<file path="src/rtl/pwm_deadtime_gen.sv">
// -----------------------------------------------------------------------------
// pwm_deadtime_gen
//
// Purpose:
//   Turns the MPPT controller's 8-bit duty word into a complementary
//   high-side / low-side gate-drive pair with programmable dead time.
//   The duty word is clamped, captured into a pending register and copied
//   into the active register only at a period boundary (or continuously
//   while stopped), so a running period is never truncated or glitched.
//
// Parameters:
//   DT_CYCLES  dead time in clk cycles before either gate turns on (1..15)
//   DUTY_MIN   lower clamp for the incoming duty word
//   DUTY_MAX   upper clamp for the incoming duty word (DUTY_MIN <= DUTY_MAX)
//
// Ports:
//   clk           system clock
//   rst           synchronous reset, active-high
//   en            run enable; 0 forces both gates off
//   duty_in       requested duty word
//   duty_valid    1-cycle strobe, duty_in captured when high
//   gate_hi       high-side gate drive (registered)
//   gate_lo       low-side gate drive (registered)
//   period_start  registered pulse flagging a cycle that ran with cnt==0
//   duty_applied  duty value currently in use
//
// Optional feature (macro FAULT_IN_EN):
//   fault          fault input, latches on the next edge
//   fault_clr      strobe that clears the latched fault (fault has priority)
//   fault_latched  registered fault flag; while set both gates stay off
// -----------------------------------------------------------------------------
module pwm_deadtime_gen #(
  parameter int unsigned DT_CYCLES = 4,
  parameter int unsigned DUTY_MIN  = 0,
  parameter int unsigned DUTY_MAX  = 255
) (
  input  logic       clk,
  input  logic       rst,
  input  logic       en,
  input  logic [7:0] duty_in,
  input  logic       duty_valid,
`ifdef FAULT_IN_EN
  input  logic       fault,
  input  logic       fault_clr,
  output logic       fault_latched,
`endif
  output logic       gate_hi,
  output logic       gate_lo,
  output logic       period_start,
  output logic [7:0] duty_applied
);

  localparam logic [7:0] LP_MIN     = 8'(DUTY_MIN);
  localparam logic [7:0] LP_MAX     = 8'(DUTY_MAX);
  localparam logic [3:0] LP_DT_LOAD = 4'(DT_CYCLES - 1);
  localparam logic [7:0] LP_DUTY_RST = 8'd128;

  typedef enum logic [2:0] {
    ST_IDLE,
    ST_LO,
    ST_DT_H,
    ST_HI,
    ST_DT_L
  } state_t;

  state_t     r_state;
  state_t     w_state_next;
  logic [3:0] r_dtc;
  logic [3:0] w_dtc_next;
  logic [7:0] r_cnt;
  logic [7:0] r_pending;
  logic [7:0] r_active;
  logic       r_gate_hi;
  logic       r_gate_lo;
  logic       r_period_start;
  logic [7:0] w_clamped;
  logic       w_run;
  logic       w_raw;

  // ---------------------------------------------------------------------------
  // Run qualifier: en, optionally vetoed by a pending or latched fault.
  // The live fault input is included so the gates drop on the very next edge.
  // ---------------------------------------------------------------------------
`ifdef FAULT_IN_EN
  logic r_fault_latched;
  logic w_hold;

  assign w_hold = fault | r_fault_latched;
  assign w_run  = en & ~w_hold;

  always_ff @(posedge clk) begin
    if (rst) begin
      r_fault_latched <= 1'b0;
    end else if (fault) begin
      r_fault_latched <= 1'b1;
    end else if (fault_clr) begin
      r_fault_latched <= 1'b0;
    end
  end

  assign fault_latched = r_fault_latched;
`else
  assign w_run = en;
`endif

  // ---------------------------------------------------------------------------
  // Clamp. Using <= / >= keeps the comparisons meaningful for the default
  // limits 0 and 255 while giving the same result as min(max()).
  // ---------------------------------------------------------------------------
  always_comb begin
    // NOTE: every always_comb output gets a default first so no path can
    // leave it unassigned and infer a latch.
    w_clamped = duty_in;
    if (duty_in <= LP_MIN) begin
      w_clamped = LP_MIN;
    end else if (duty_in >= LP_MAX) begin
      w_clamped = LP_MAX;
    end
  end

  // Raw PWM: high for the first 'active' cycles of each 256-cycle period.
  assign w_raw = w_run & (r_cnt < r_active);

  // ---------------------------------------------------------------------------
  // Dead-time FSM, next-state logic.
  // The abort paths in the dead-time states return to the gate that was on
  // before, because the opposite gate never switched on and needs no gap.
  // ---------------------------------------------------------------------------
  always_comb begin
    w_state_next = r_state;
    w_dtc_next   = r_dtc;
    if (!w_run) begin
      w_state_next = ST_IDLE;
      w_dtc_next   = 4'd0;
    end else begin
      unique case (r_state)
        ST_IDLE: begin
          w_state_next = ST_LO;
        end
        ST_LO: begin
          if (w_raw) begin
            w_state_next = ST_DT_H;
            w_dtc_next   = LP_DT_LOAD;
          end
        end
        ST_DT_H: begin
          if (!w_raw) begin
            w_state_next = ST_LO;
          end else if (r_dtc == 4'd0) begin
            w_state_next = ST_HI;
          end else begin
            w_dtc_next = r_dtc - 4'd1;
          end
        end
        ST_HI: begin
          if (!w_raw) begin
            w_state_next = ST_DT_L;
            w_dtc_next   = LP_DT_LOAD;
          end
        end
        ST_DT_L: begin
          if (w_raw) begin
            w_state_next = ST_HI;
          end else if (r_dtc == 4'd0) begin
            w_state_next = ST_LO;
          end else begin
            w_dtc_next = r_dtc - 4'd1;
          end
        end
        default: begin
          w_state_next = ST_IDLE;
          w_dtc_next   = 4'd0;
        end
      endcase
    end
  end

  // ---------------------------------------------------------------------------
  // State, counter, duty buffers and registered outputs.
  // Gates are decoded from the next state so each is a single flop driven by
  // a one-hot-exclusive compare; they can never be high together.
  // ---------------------------------------------------------------------------
  always_ff @(posedge clk) begin
    // NOTE: sequential state uses non-blocking assignments so every flop
    // samples the pre-edge values regardless of statement order.
    if (rst) begin
      r_state        <= ST_IDLE;
      r_dtc          <= 4'd0;
      r_cnt          <= 8'd0;
      r_pending      <= LP_DUTY_RST;
      r_active       <= LP_DUTY_RST;
      r_gate_hi      <= 1'b0;
      r_gate_lo      <= 1'b0;
      r_period_start <= 1'b0;
    end else begin
      r_state <= w_state_next;
      r_dtc   <= w_dtc_next;

      if (duty_valid) begin
        r_pending <= w_clamped;
      end

      if (w_run) begin
        r_cnt <= r_cnt + 8'd1;
      end else begin
        r_cnt <= 8'd0;
      end

      // A strobe arriving in the load cycle bypasses pending so it is not
      // lost for a whole period.
      if (!w_run || (r_cnt == 8'd255)) begin
        r_active <= duty_valid ? w_clamped : r_pending;
      end

      r_gate_hi      <= (w_state_next == ST_HI);
      r_gate_lo      <= (w_state_next == ST_LO);
      r_period_start <= w_run & (r_cnt == 8'd0);
    end
  end

  assign gate_hi      = r_gate_hi;
  assign gate_lo      = r_gate_lo;
  assign period_start = r_period_start;
  assign duty_applied = r_active;

endmodule

</file>
<file path="config.mk">
export PLATFORM = sky130hd
export DESIGN_NAME = pwm_deadtime_gen
export DESIGN_NICKNAME = d
export VERILOG_FILES = /design/src/rtl/pwm_deadtime_gen.sv
export SDC_FILE = /design/constraint.sdc
export NUM_CORES = 1
export LEC_CHECK = 0
export ABC_CLOCK_PERIOD_IN_PS = 1810
export BUFFER_PORTS_ARGS = -buffer_cell sky130_fd_sc_hd__buf_2
export CAP_MARGIN = 40
export CORE_MARGIN = 1.5
export CORE_UTILIZATION = 50
export CTS_BUF_LIST = sky130_fd_sc_hd__clkbuf_8
export CTS_CLUSTER_SIZE = 8
export DETAILED_ROUTE_END_ITERATION = 16
export GPL_TIMING_DRIVEN = 0
export PLACE_DENSITY_LB_ADDON = 0.3
export SYNTH_ARGS = -nofsm -noshare
export SYNTH_HDL_FRONTEND = slang
export SYNTH_SLANG_ARGS = --single-unit
</file>
<file path="constraint.sdc">
create_clock -name clk -period 1.81 [get_ports clk]
set_clock_uncertainty 0.05 [all_clocks]
set_input_delay 0.181 -clock clk [delete_from_list [all_inputs] [get_ports clk]]
set_output_delay 0.181 -clock clk [all_outputs]
set_load 0.005 [all_outputs]
</file>
==> results of run 1 <==
[synth_stat cells, types with 2 or more instances]
| master | instances |
|---|---|
| xnor2_1 | 3 |
| ha_1 | 11 |
| clkbuf_1 | 5 |
| a21oi_1 | 4 |
| nand3_1 | 8 |
| inv_1 | 12 |
| nor3_1 | 5 |
| nor3b_1 | 3 |
| o211ai_1 | 2 |
| nand2b_1 | 7 |
| a211oi_1 | 9 |
| and3_1 | 2 |
| nand2_1 | 13 |
| nor2b_1 | 4 |
| nor2_1 | 29 |
| o2111a_1 | 2 |
| and2_1 | 2 |
| o21ai_0 | 5 |
| dfxtp_1 | 34 |
| o2111ai_1 | 3 |
| xor2_1 | 4 |
| mux2i_1 | 10 |
[per-stage QoR]
stage	setup TNS, ps	area [µm²]
floorplan	-38.9	1720
global placement	-1910	1880
finish	-1000	2200
global route	-1830	2200
detailed placement	-2240	1880
CTS	-851	2150
[path summary, 6_finish.rpt]
kind | start | end | slack (ps) | cells after the start
max | r_cnt[7] | r_dtc[1] | -190 | 7
min | duty_in[7] | r_pending[7] | 100 | 3
max reg2reg | r_cnt[7] | r_dtc[1] | -190 | 7
min reg2reg | r_cnt[0] | r_cnt[0] | 410 | 1
[metal layers]
layer	up-vias	GRT usage	share of wire
li1	736	-	-
met1	646	0.272	0.45
met2	35	0.378	0.49
met3	6	0.0576	0.047
met4	0	0.0745	0.013
met5	-	0	0
[cell type report]
class	count	area share
multi-input combinational	138	0.492
inverter	12	0.0204
sequential	34	0.318
tap	44	0.0250
clock inverter	2	0.00397
timing repair buffer	32	0.0880
clock buffer	6	0.0375
buffer	7	0.0153
[power groups by stage]
stage,combinational (mW),sequential (mW),clock [mW]
floorplan,0.132,0.817,0
global placement,0.184,0.818,0
detailed placement,0.187,0.819,0
CTS,0.222,0.800,0.584
global route,0.263,0.805,0.616
finish,0.238,0.801,0.567
[repair_timing]
item | CTS | global route
pin swaps | 17 | 5
gates resized for setup | 20 | 9
setup endpoints to repair | 14 | 15
setup buffers | 9 | 3
[worst register-to-register path, delay by kind of cell (launching register included)]
family	cells	cell delay [ps]
AOI/OAI and AO/OA	3	730
buffers and inverters	1	170
adders and majority gates	1	260
and+or+nand+nor	2	220
DFF	1	460
[registers in the layout (all words and copies together) (netlist names)]
signal,cells
duty_applied,8
r_cnt,8
r_pending,8
r_dtc,4
r_state,3
gate_hi,1
gate_lo,1
period_start,1
[logic make-up (layout without fill, tap and decap cells)]
group,after synthesis,after routing,share of synthesized area
compound gates,32,32,0.145
xor+xnor,7,7,0.0367
fa+ha+maj,11,11,0.0824
buf+inv,19,59,0.0434
flops,34,34,0.407
mux,10,10,0.0599
simple gates,78,78,0.225
==> run metrics, run 1 <==
hpwl dp=2440 µm; Internal=1.19 mW; drc violations=0; grt total ovfl=0; maximum vdd drop=0.568 mV; Cell Count, Final, Fillers Out=275; vias=1423; Psw=0.414 mW; Clk pwr share=0.353; Iteration-0 DRC Markers=39; CTS root buf=clkbuf_8; Yosys reg bits=34; largest cells by area after synthesis=dfxtp_1 (41%), ha_1 (8.2%), nor2_1 (6.5%), mux2i_1 (6.0%), a211oi_1 (4.0%); failing checks=negative setup slack; Ys Warns=0; Slew HR=0.637; largest net degree at the start of global routing=11; Async SR Flop Fraction=0; critical path class=reg2reg; Fin. Hold Viols=0; Setup WS pre-CTS=-290 ps; Power Dens Cells=729 nW/µm²; most frequent cells in the layout=nor2_1 (29), dfxtp_1 (20), buf_2 (20), dfxtp_2 (13), nand2_1 (12); Post-synth EDFFs=0; Seq. cell area=701 µm²; first-pass GRT wire length=5990 µm; CP delay by family, top=compound AO/OA/AOI/OAI gates; Critical-path top delay cell=dfxtp_1; slew of the pin with the lowest slew margin=544 ps; Max Buffers Root-to-Sink=2; Inst Count DP=255; gpl congestion=0.836; switch share=0.257; CP peak stage delay=460 ps; Global Route Usage Sum=0.222; Yosys top cell by area=dfxtp_1; share of layout cells above drive strength 1=0.346; IO buf count=20; Hold WC Path Type=in2reg; Worst Path Buf+Inv=1; combinational power share=0.148; vias in the first global route=1368; Crit path arrival time=2120 ps; max_cap viols=0; total power=1.61 mW; Sink Count=34; DIE WIDTH=60.8 µm; core area=3100 µm²; wire per inst=13.1 µm; Total Nets Final=253; fill count=253; Final ANT Viol Nets=0; WL final=3600 µm; RSZ-0062 raised after global routing=true; top cell type's share of synthesized area=0.407; Seq/Total Area, Yosys=0.407; fin crit share=1.10; ANT cells=0; CTS tree=done; Final min period=2000 ps; hold_buf cts=0; syn nets=214; hold_ws=95.3 ps; Cell Chain, Critical Path=ha_4, nand3_1, nand3_2, buf_4, a21oi_4, o2111ai_4, o2111a_1; post-DR vias/cell=5.17; CTS buffer count=5; die height=60.8 µm; top_reg_cell synth=dfxtp_1; worst-path fanout max=7; Rows=20; fmax=0.501 GHz; crit path launch type=register; H-Tree Depth=2; mapped cell area=1670 µm²; router iterations before antenna repair=4; unique cell type count in the Yosys netlist=36; initial antenna violation count=0; Seq pwr share=0.499; Area growth syn-to-layout=32.0%; endpoints failing setup=7; Initial Utilization=0.538; commonest non-fill, non-tap cell in the layout=nor2_1; final core occ=0.710; multi-input logic area=1080 µm²; Req. time, crit path=1930 ps; fin. max-slew vios=0; LEAKAGE=0.899 nW; final worst slack=-188 ps; clock transition at the registers of the reported paths=70 ps; CP Capture Type=register; die area=3700 µm²; Avg Cell Area, Syn=8.75 µm²; IO Pins=23; Synth Instances=191; outcome=complete, but fails checks; clk_lat worst skew=290 ps
Note: power is estimated with default switching activity, not from simulation.
==> inputs of run 2 (changes only) <==
--- a/config.mk
+++ b/config.mk
@@ -5,11 +5,11 @@
 export SDC_FILE = /design/constraint.sdc
 export NUM_CORES = 1
 export LEC_CHECK = 0
-export ABC_CLOCK_PERIOD_IN_PS = 1810
+export ABC_CLOCK_PERIOD_IN_PS = 2300
 export BUFFER_PORTS_ARGS = -buffer_cell sky130_fd_sc_hd__buf_2
 export CAP_MARGIN = 40
 export CORE_MARGIN = 1.5
-export CORE_UTILIZATION = 50
+export CORE_UTILIZATION = 63
 export CTS_BUF_LIST = sky130_fd_sc_hd__clkbuf_8
 export CTS_CLUSTER_SIZE = 8
 export DETAILED_ROUTE_END_ITERATION = 16
==> constraint.sdc (replaced) <==
create_clock -name clk -period 2.3 [get_ports clk]
set_clock_uncertainty 0.05 [all_clocks]
set_input_delay 0.23 -clock clk [delete_from_list [all_inputs] [get_ports clk]]
set_output_delay 0.23 -clock clk [all_outputs]
set_load 0.005 [all_outputs]
==> run metrics, run 2 (synthesis results as in run 1) <==
Crit path arrival time=2330 ps (+210 ps); CTS buffer count=5 (unchanged); post-DR vias/cell=5.77 (+11%); total power=1.31 mW (-19%); router iterations before antenna repair=4 (unchanged); Power Dens Cells=674 nW/µm² (-7.5%); DIE WIDTH=54.5 µm (-10%); Sink Count=34 (unchanged); endpoints failing setup=0 (-7); Req. time, crit path=2430 ps (+500 ps); Iteration-0 DRC Markers=28 (-28%); Final ANT Viol Nets=0 (unchanged); wire per inst=14.6 µm (+12%); Final min period=2200 ps (+200 ps); die height=54.5 µm (-10%); Hold WC Path Type=in2reg; hpwl dp=2600 µm (+6.7%); max_cap viols=0 (unchanged); Setup Total Neg Slack=0 ps (+1000 ps); fin crit share=0.956 (-0.148); worst-path fanout max=7 (unchanged); RSZ-0062 raised after global routing=false; outcome=completed; Initial Utilization=0.668 (+0.130); CP Capture Type=register; LEAKAGE=0.831 nW (-7.6%); share of layout cells above drive strength 1=0.164 (-0.183); initial antenna violation count=0 (unchanged); largest net degree at the start of global routing=11 (unchanged); grt total ovfl=0 (unchanged); die area=2970 µm² (-20%); H-Tree Depth=2 (unchanged); IO buf count=20 (unchanged); commonest non-fill, non-tap cell in the layout=dfxtp_1; vias in the first global route=1391 (+1.7%); Max Buffers Root-to-Sink=2 (unchanged); gpl congestion=0.859 (+2.8%); Inst Count DP=241 (-5.5%); fmax=0.455 GHz (-9.1%); IO Pins=23 (unchanged); Fin. Hold Viols=0 (unchanged); CTS tree=done; Total Nets Final=242 (-4.3%); Area growth syn-to-layout=16.3%; Rows=18 (-10%); most frequent cells in the layout=dfxtp_1 (34), nor2_1 (29), buf_2 (21), inv_1 (14), nand2_1 (13); vias=1442 (+1.3%); clock transition at the registers of the reported paths=70 ps (about the same); core area=2500 µm² (-19%); critical path class=reg2reg; CTS root buf=clkbuf_8; Slew HR=0.641 (+0.00339); crit path launch type=register; drc violations=0 (unchanged); maximum vdd drop=0.661 mV (+17%); Global Route Usage Sum=0.273 (+0.0511); Cell Count, Final, Fillers Out=250 (-9.1%); ANT cells=0 (unchanged); first-pass GRT wire length=5710 µm (-4.7%); slew of the pin with the lowest slew margin=539 ps (-5.08 ps); fin. max-slew vios=0 (unchanged); WL final=3660 µm (+1.6%); clk_lat worst skew=290 ps (about the same)
==> run 2: changes by cell type in the layout (fill, tap and decap cells not counted), moves of 3 or more <==
| cell | change |
|---|---|
| a211oi_2 | -3 |
| buf_4 | -10 |
| a211oi_1 | +3 |
| dfxtp_1 | +14 |
| dfxtp_2 | -13 |
| ha_1 | +7 |
| inv_1 | +3 |
| ha_4 | -6 |
==> run 2: final timing paths <==
| check | start | cells past startpoint | slack, ps | endpoint |
|---|---|---|---|---|
| max | duty_applied[4] | 7 | 100 | r_dtc[1] |
| min | duty_in[7] | 3 | 140 | r_pending[7] |
| max reg2reg | duty_applied[4] | 7 | 100 | r_dtc[1] |
| min reg2reg | r_pending[4] | 2 | 440 | r_pending[4] |
==> run 2: metrics by stage <==
step | util | worst slack [ps] | hold WS [ps] | instance area [µm²]
floorplan | - | 300 | 333 | 1670
global placement | 0.723 | 86.9 | 411 | 1810
detailed placement | 0.723 | 1.69 | 420 | 1810
CTS | 0.769 | 54.0 | 133 | 1920
global route | 0.777 | 23.6 | 172 | 1940
finish | 0.777 | 102 | 138 | 1940
==> run 2: cell type report <==
type / count / area, µm²
clock inverters: 3 / 37.5
fillers: 172 / 558
multi-input cells: 138 / 937
clock buffers: 5 / 68.8
plain buffers: 7 / 27.5
repair buffers: 21 / 108
well taps: 30 / 37.5
inverters: 12 / 45.0
flip-flops and latches: 34 / 681
==> run 2: per-layer routing <==
layer	global-route usage	part of all wire
met5	0	0
met3	0.0929	0.062
met4	0.104	0.021
met1	0.278	0.41
met2	0.506	0.51
==> run 2: power breakdown <==
group          internal [mW]  switching (mW)  leakage, nW
Sequential             0.615          0.0152        0.279
Clock                  0.315           0.211       0.0607
Combinational         0.0639          0.0880        0.491
Total                  0.994           0.315        0.831
==> run 2: repair_timing <==
| action | 4_1_cts | 5_1_grt |
|---|---|---|
| hold buffers | 0 | 0 |
| setup buffers | 1 | 0 |
| setup endpoints to repair | 2 | 5 |
| pin swaps | 1 | 0 |
| gates cloned | 0 | 0 |
| resized for setup | 0 | 3 |
| endpoints found under the hold margin | 0 | 0 |
==> run 2: worst max-delay path, cell delays in order (launching register included) <==
cell       delay (ps)
dfxtp_1           370
inv_1              60
ha_1              310
o2111ai_1         350
nor3_1            110
a221oi_2          310
o2111ai_4         230
o2111a_1          300
